### config.mk
export PLATFORM = sky130hd
export DESIGN_NAME = param_data_memory
export DESIGN_NICKNAME = d
export VERILOG_FILES = /design/src/rtl/param_data_memory.sv
export SDC_FILE = /design/constraint.sdc
export NUM_CORES = 2
export LEC_CHECK = 0
export CORE_UTILIZATION = 63
export CTS_CLUSTER_SIZE = 10
export DETAILED_ROUTE_END_ITERATION = 12
export HOLD_SLACK_MARGIN = 0.03
export PLACE_DENSITY_LB_ADDON = 0.15
export SETUP_SLACK_MARGIN = 0.15
export SLEW_MARGIN = 20
export SYNTH_ARGS = -nofsm -noshare
export SYNTH_HDL_FRONTEND = slang
export SYNTH_SLANG_ARGS = --single-unit
### constraint.sdc
create_clock -name Clock -period 4.55 [get_ports Clock]
set_input_delay 0.91 -clock Clock [delete_from_list [all_inputs] [get_ports Clock]]
set_output_delay 0.91 -clock Clock [all_outputs]
set_load 0.05 [all_outputs]
### src/rtl/param_data_memory.sv
// Single-port word memory with per-byte write enables and a READ_LATENCY-deep read pipeline.
// After reset the whole array is cleared one word per cycle before requests are accepted.
module param_data_memory #(
    parameter int DATA_WIDTH   = 32,
    parameter int ADDR_WIDTH   = 6,
    parameter int READ_LATENCY = 1
) (
    input  logic                    Clock,
    input  logic                    Reset,
    input  logic                    ReqValid,
    output logic                    ReqReady,
    input  logic                    ReqWrite,
    input  logic [ADDR_WIDTH-1:0]   ReqAddress,
    input  logic [DATA_WIDTH-1:0]   ReqWriteData,
    input  logic [DATA_WIDTH/8-1:0] ReqByteEnable,
    output logic [DATA_WIDTH-1:0]   ReadData,
    output logic                    ReadValid,
    output logic                    InitDone
);

    // state | meaning
    // INIT  | clearing word[init_cnt] each cycle, requests ignored
    // RUN   | accepting one request per cycle
    localparam logic [0:0] ST_INIT = 1'b0;
    localparam logic [0:0] ST_RUN  = 1'b1;

    localparam int DEPTH = 2 ** ADDR_WIDTH;
    localparam int LANES = DATA_WIDTH / 8;

    logic [0:0]            state;
    logic [ADDR_WIDTH-1:0] init_cnt;
    logic [DATA_WIDTH-1:0] mem [DEPTH];

    logic [DATA_WIDTH-1:0]   pipe_data [READ_LATENCY];
    logic [READ_LATENCY-1:0] pipe_valid;

    logic wr_accept;
    logic rd_accept;

    assign ReqReady  = (state == ST_RUN);
    assign InitDone  = (state == ST_RUN);
    assign wr_accept = ReqValid && ReqReady && ReqWrite && !Reset;
    assign rd_accept = ReqValid && ReqReady && !ReqWrite && !Reset;

    always_ff @(posedge Clock) begin
        if (Reset) begin
            state    <= ST_INIT;
            init_cnt <= '0;
        end else if (state == ST_INIT) begin
            init_cnt <= init_cnt + 1'b1;
            if (init_cnt == ADDR_WIDTH'(DEPTH - 1)) begin
                state <= ST_RUN;
            end
        end
    end

    // Array has no reset of its own; the INIT sweep is what clears it.
    always_ff @(posedge Clock) begin
        if (state == ST_INIT) begin
            mem[init_cnt] <= '0;
        end else if (wr_accept) begin
            for (int b = 0; b < LANES; b++) begin
                if (ReqByteEnable[b]) begin
                    mem[ReqAddress][8*b +: 8] <= ReqWriteData[8*b +: 8];
                end
            end
        end
    end

    // Stage data only moves with a valid token, so the last stage holds between reads.
    always_ff @(posedge Clock) begin
        if (Reset) begin
            pipe_valid <= '0;
            for (int i = 0; i < READ_LATENCY; i++) begin
                pipe_data[i] <= '0;
            end
        end else begin
            pipe_valid[0] <= rd_accept;
            if (rd_accept) begin
                pipe_data[0] <= mem[ReqAddress];
            end
            for (int i = 1; i < READ_LATENCY; i++) begin
                pipe_valid[i] <= pipe_valid[i-1];
                if (pipe_valid[i-1]) begin
                    pipe_data[i] <= pipe_data[i-1];
                end
            end
        end
    end

    assign ReadValid = pipe_valid[READ_LATENCY-1];
    assign ReadData  = pipe_data[READ_LATENCY-1];

endmodule

==> flow_summary.yaml <==
drt:
  wire_per_inst_um: 34.6
  drc: 0
  first_pass_iters: 6
  wirelength_um: 218000
  viasPerCell: 6.87
  drt_iter0_drc: 6170
  vias: 43200
  ant_nets: 1
timing:
  rsz0062_at_grt: "false"
  whs_ns: 0.690
  skew_ns: 0.0308
  slew_viol_final: 0
  finalHoldViolCount: 0
  worst_slew_pin_slew_ns: 1.16
  period_share: 0.803
  period_needed_ns: 3.65
  setup_viol: 0
  max_freq_mhz: 274
  slew_headroom: 0.221
setup_path:
  reg2reg_to: "mem[60][29]$_DFFE_PP_"
  start_kind: "input port"
  r2r_cells: 8
  ff2ff_setup_slack_ns: 1.06
  critical_path_arrival_ns: 4.20
  crit_fanout: 20
  end_kind: "flip-flop"
  path_class: "in -> reg"
  r2r-start: "InitDone$_SDFF_PP0_"
  worstPathRequired_ns: 5.10
yosys:
  yosysTopAreaCell: "edfxtp_1"
  syn-num-nets: 3982
  async_reset_ff_frac: 0
  yosys_warnings: 0
  ys_seq_area_frac: 0.765
  avgSynthCellArea_um2: 20.8
  netlist_instances: 3935
  netlist_area_um2: 81800
  yosys-top-cells-area: "edfxtp_1, mux4_2, mux2i_1, nor2_1, nand2_1"
  ys_ff_latch: 2088
  synth_edf_count: 2080
  synth_top_area_frac: 0.763
  synth_cell_types: 68
  synthFlopType: "edfxtp_1"
power_and_ir_drop:
  clkPwrFrac: 0.413
  p_per_area_nw_per_um2: 410
  p_switching_mw: 8.02
  swShare: 0.207
  ir_drop_mv: 0.453
  seqPwrFrac: 0.544
  intPower_mw: 30.6
  power_leakage_nw: 34.0
  pwr-share-comb: 0.044
cts:
  h-tree-depth: 4
  hold_buffers: 0
  clockBufferDepth: 3
  cts_made_buffers: 228
  root_buffer: "clkbuf_16"
  cts.repair.resized: 0
  clkSlewWorstSetupHoldPaths_ns: 0.06
  cts.sinks: 2088
  postCtsSetupRepairBufs: 0
  tritoncts: "built"
  clock_latency_ns: 0.86
global_route:
  antenna_found_initial: 7
  first_global_vias: 43100
  overflow: 0
  grt_start_max_net_pins: 65
  grt_pass1_wl_um: 311000
  grt_usage: 0.339
floorplan:
  dieArea_um2: 131000
  start_util: 0.638
  die_y_um: 362
  ios: 81
  row_count: 131
  core_um2: 128000
  die_x_um: 362
layout:
  fin_nets: 4531
  final_cell_count_no_fill: 6283
  layout-drive-gt1-share: 0.290
  synthToLayoutAreaGrowth_pct: 15.2
run:
  cap_violations: 0
worst_hold_path:
  hold_start: "init_cnt[5]$_SDFFE_PP0N_"
  hold_class: "reg -> reg"
  hold_path_end: "init_cnt[5]$_SDFFE_PP0N_"
  min_path_cells: 2
placement:
  place.gp.congestion: 0.898
  post-dp-hpwl_um: 138000
  io_buffer_count: 80
  dp_cells: 5981
outcome:
  violations: "antenna violations"
  outcome: "finished with violations"
## how the worst max path moves through the flow
stage,startpoint,to
final,Reset,mem[60][29]$_DFFE_PP_
after CTS,InitDone$_SDFF_PP0_,ReqReady
after global placement,Reset,mem[11][2]$_DFFE_PP_
after floorplan,Reset,mem[0][10]$_DFFE_PP_
after global routing,Reset,mem[60][30]$_DFFE_PP_
after detailed placement,Reset,mem[42][9]$_DFFE_PP_
## kinds of logic (layout without fill, tap and decap cells)
| kind of cell | count (synthesis) | count (layout) | share of synthesized area |
|---|---|---|---|
| DFF | 2088 | 2088 | 0.765 |
| muxes | 683 | 683 | 0.158 |
| buffers and inverters | 262 | 872 | 0.0189 |
| xor gates and xnor gates | 5 | 5 | 0.000535 |
| AOI/OAI and AO/OA | 237 | 237 | 0.0210 |
| other | 0 | 9 | 0 |
| and+or+nand+nor | 659 | 659 | 0.0360 |
| adders and majority gates | 1 | 1 | 0.000153 |
## per-layer routing
| layer | routed length [µm] | vias up | track usage |
|---|---|---|---|
| met5 | 49 | - | 0 |
| met4 | 9520 | 6 | 0.140 |
| met3 | 27100 | 495 | 0.0832 |
| met2 | 102000 | 3109 | 0.514 |
| met1 | 79000 | 22300 | 0.481 |
| li1 | - | 17300 | - |
## synth_stat cells (4+ instances only)
| cell | count |
|---|---|
| a211oi_1 | 20 |
| a21oi_1 | 32 |
| a221oi_1 | 5 |
| a22oi_1 | 24 |
| a31oi_1 | 17 |
| a32o_1 | 5 |
| a32oi_1 | 29 |
| and2_1 | 44 |
| and3_1 | 11 |
| buf_1 | 17 |
| buf_12 | 4 |
| buf_2 | 81 |
| buf_4 | 36 |
| buf_6 | 21 |
| buf_8 | 9 |
| clkbuf_1 | 88 |
| dfxtp_1 | 8 |
| edfxtp_1 | 2080 |
| mux2_2 | 24 |
| mux2i_1 | 176 |
| mux4_1 | 10 |
| mux4_2 | 473 |
| nand2_1 | 184 |
| nand2b_1 | 7 |
| nand3_1 | 31 |
| nor2_1 | 237 |
| nor2b_1 | 8 |
| nor3_1 | 95 |
| nor4_1 | 8 |
| o211ai_1 | 4 |
| o21ai_0 | 23 |
| o221ai_1 | 21 |
| o22ai_1 | 29 |
| o32a_1 | 5 |
| or2_2 | 17 |
| xor2_1 | 4 |
## cells in the final DEF, fill, tap and decap left out, types with 8 or more instances in the layout
cell type           n
nor2_1            233
nand3_1            31
and2_2             33
clkbuf_16         228
dfxtp_1             8
buf_12             65
and2_1             11
diode_2             9
nor4_1              8
clkdlybuf4s50_1    74
a211oi_1           20
o21ai_0            23
or2_2              17
a22oi_1            24
mux4_1             10
edfxtp_1         2080
a21oi_1            28
o221ai_1           21
nand2_1           184
mux2i_1           173
a31oi_1            12
mux4_2            473
clkbuf_1           45
nor3_1             92
and3_1             11
a32oi_1            29
o22ai_1            29
mux2_2             24
buf_4             429
## critical path: stages
cell	delay, ns
clkdlybuf4s50_1	0.45
buf_12	0.15
and4b_1	0.26
o41a_2	0.58
buf_4	0.31
mux2i_1	0.35
buf_4	0.19
nand2_1	0.26
nor2_1	0.43
buf_4	0.27
## flip-flops by register name (all words and copies together) (netlist names)
name and flops:
InitDone 1, ReadValid 1, init_cnt 6, mem 2048, pipe_data 32
## final cells by class
class,count,area [µm²]
inverter,6,30.0
multi-input combinational,1585,17900
sequential,2088,62600
timing repair buffer,575,5360
clock inverter,18,268
antenna,9,22.5
clock buffer,273,5870
tap,1729,2160
fill,7263,33900
## power groups by stage
stage	clock, mW	sequential [mW]	combinational, mW
CTS	16.1	21.0	1.66
global route	16.8	21.0	1.72
detailed placement	0	21.4	1.65
floorplan	0	21.4	0.946
finish	15.9	21.0	1.68
global placement	0	21.4	1.64
## through the flow
| step | worst slack, ns | util | power [mW] | setup TNS [ns] | instance area (µm²) |
|---|---|---|---|---|---|
| 6_report | 0.898 | 0.735 | 38.6 | 0 | 94200 |
| 5_1_grt | 0.908 | 0.735 | 39.5 | 0 | 94200 |
| 4_1_cts | 0.916 | 0.735 | 38.7 | 0 | 94200 |
| 3_5_place_dp | 0.115 | 0.687 | 23.0 | 0 | 88000 |
| 3_3_place_gp | -0.218 | 0.687 | 23.0 | -1.74 | 88000 |
| 2_1_floorplan | 1.10 | - | 22.4 | 0 | 81800 |
No activity file was read; power rests on OpenSTA's default activity.
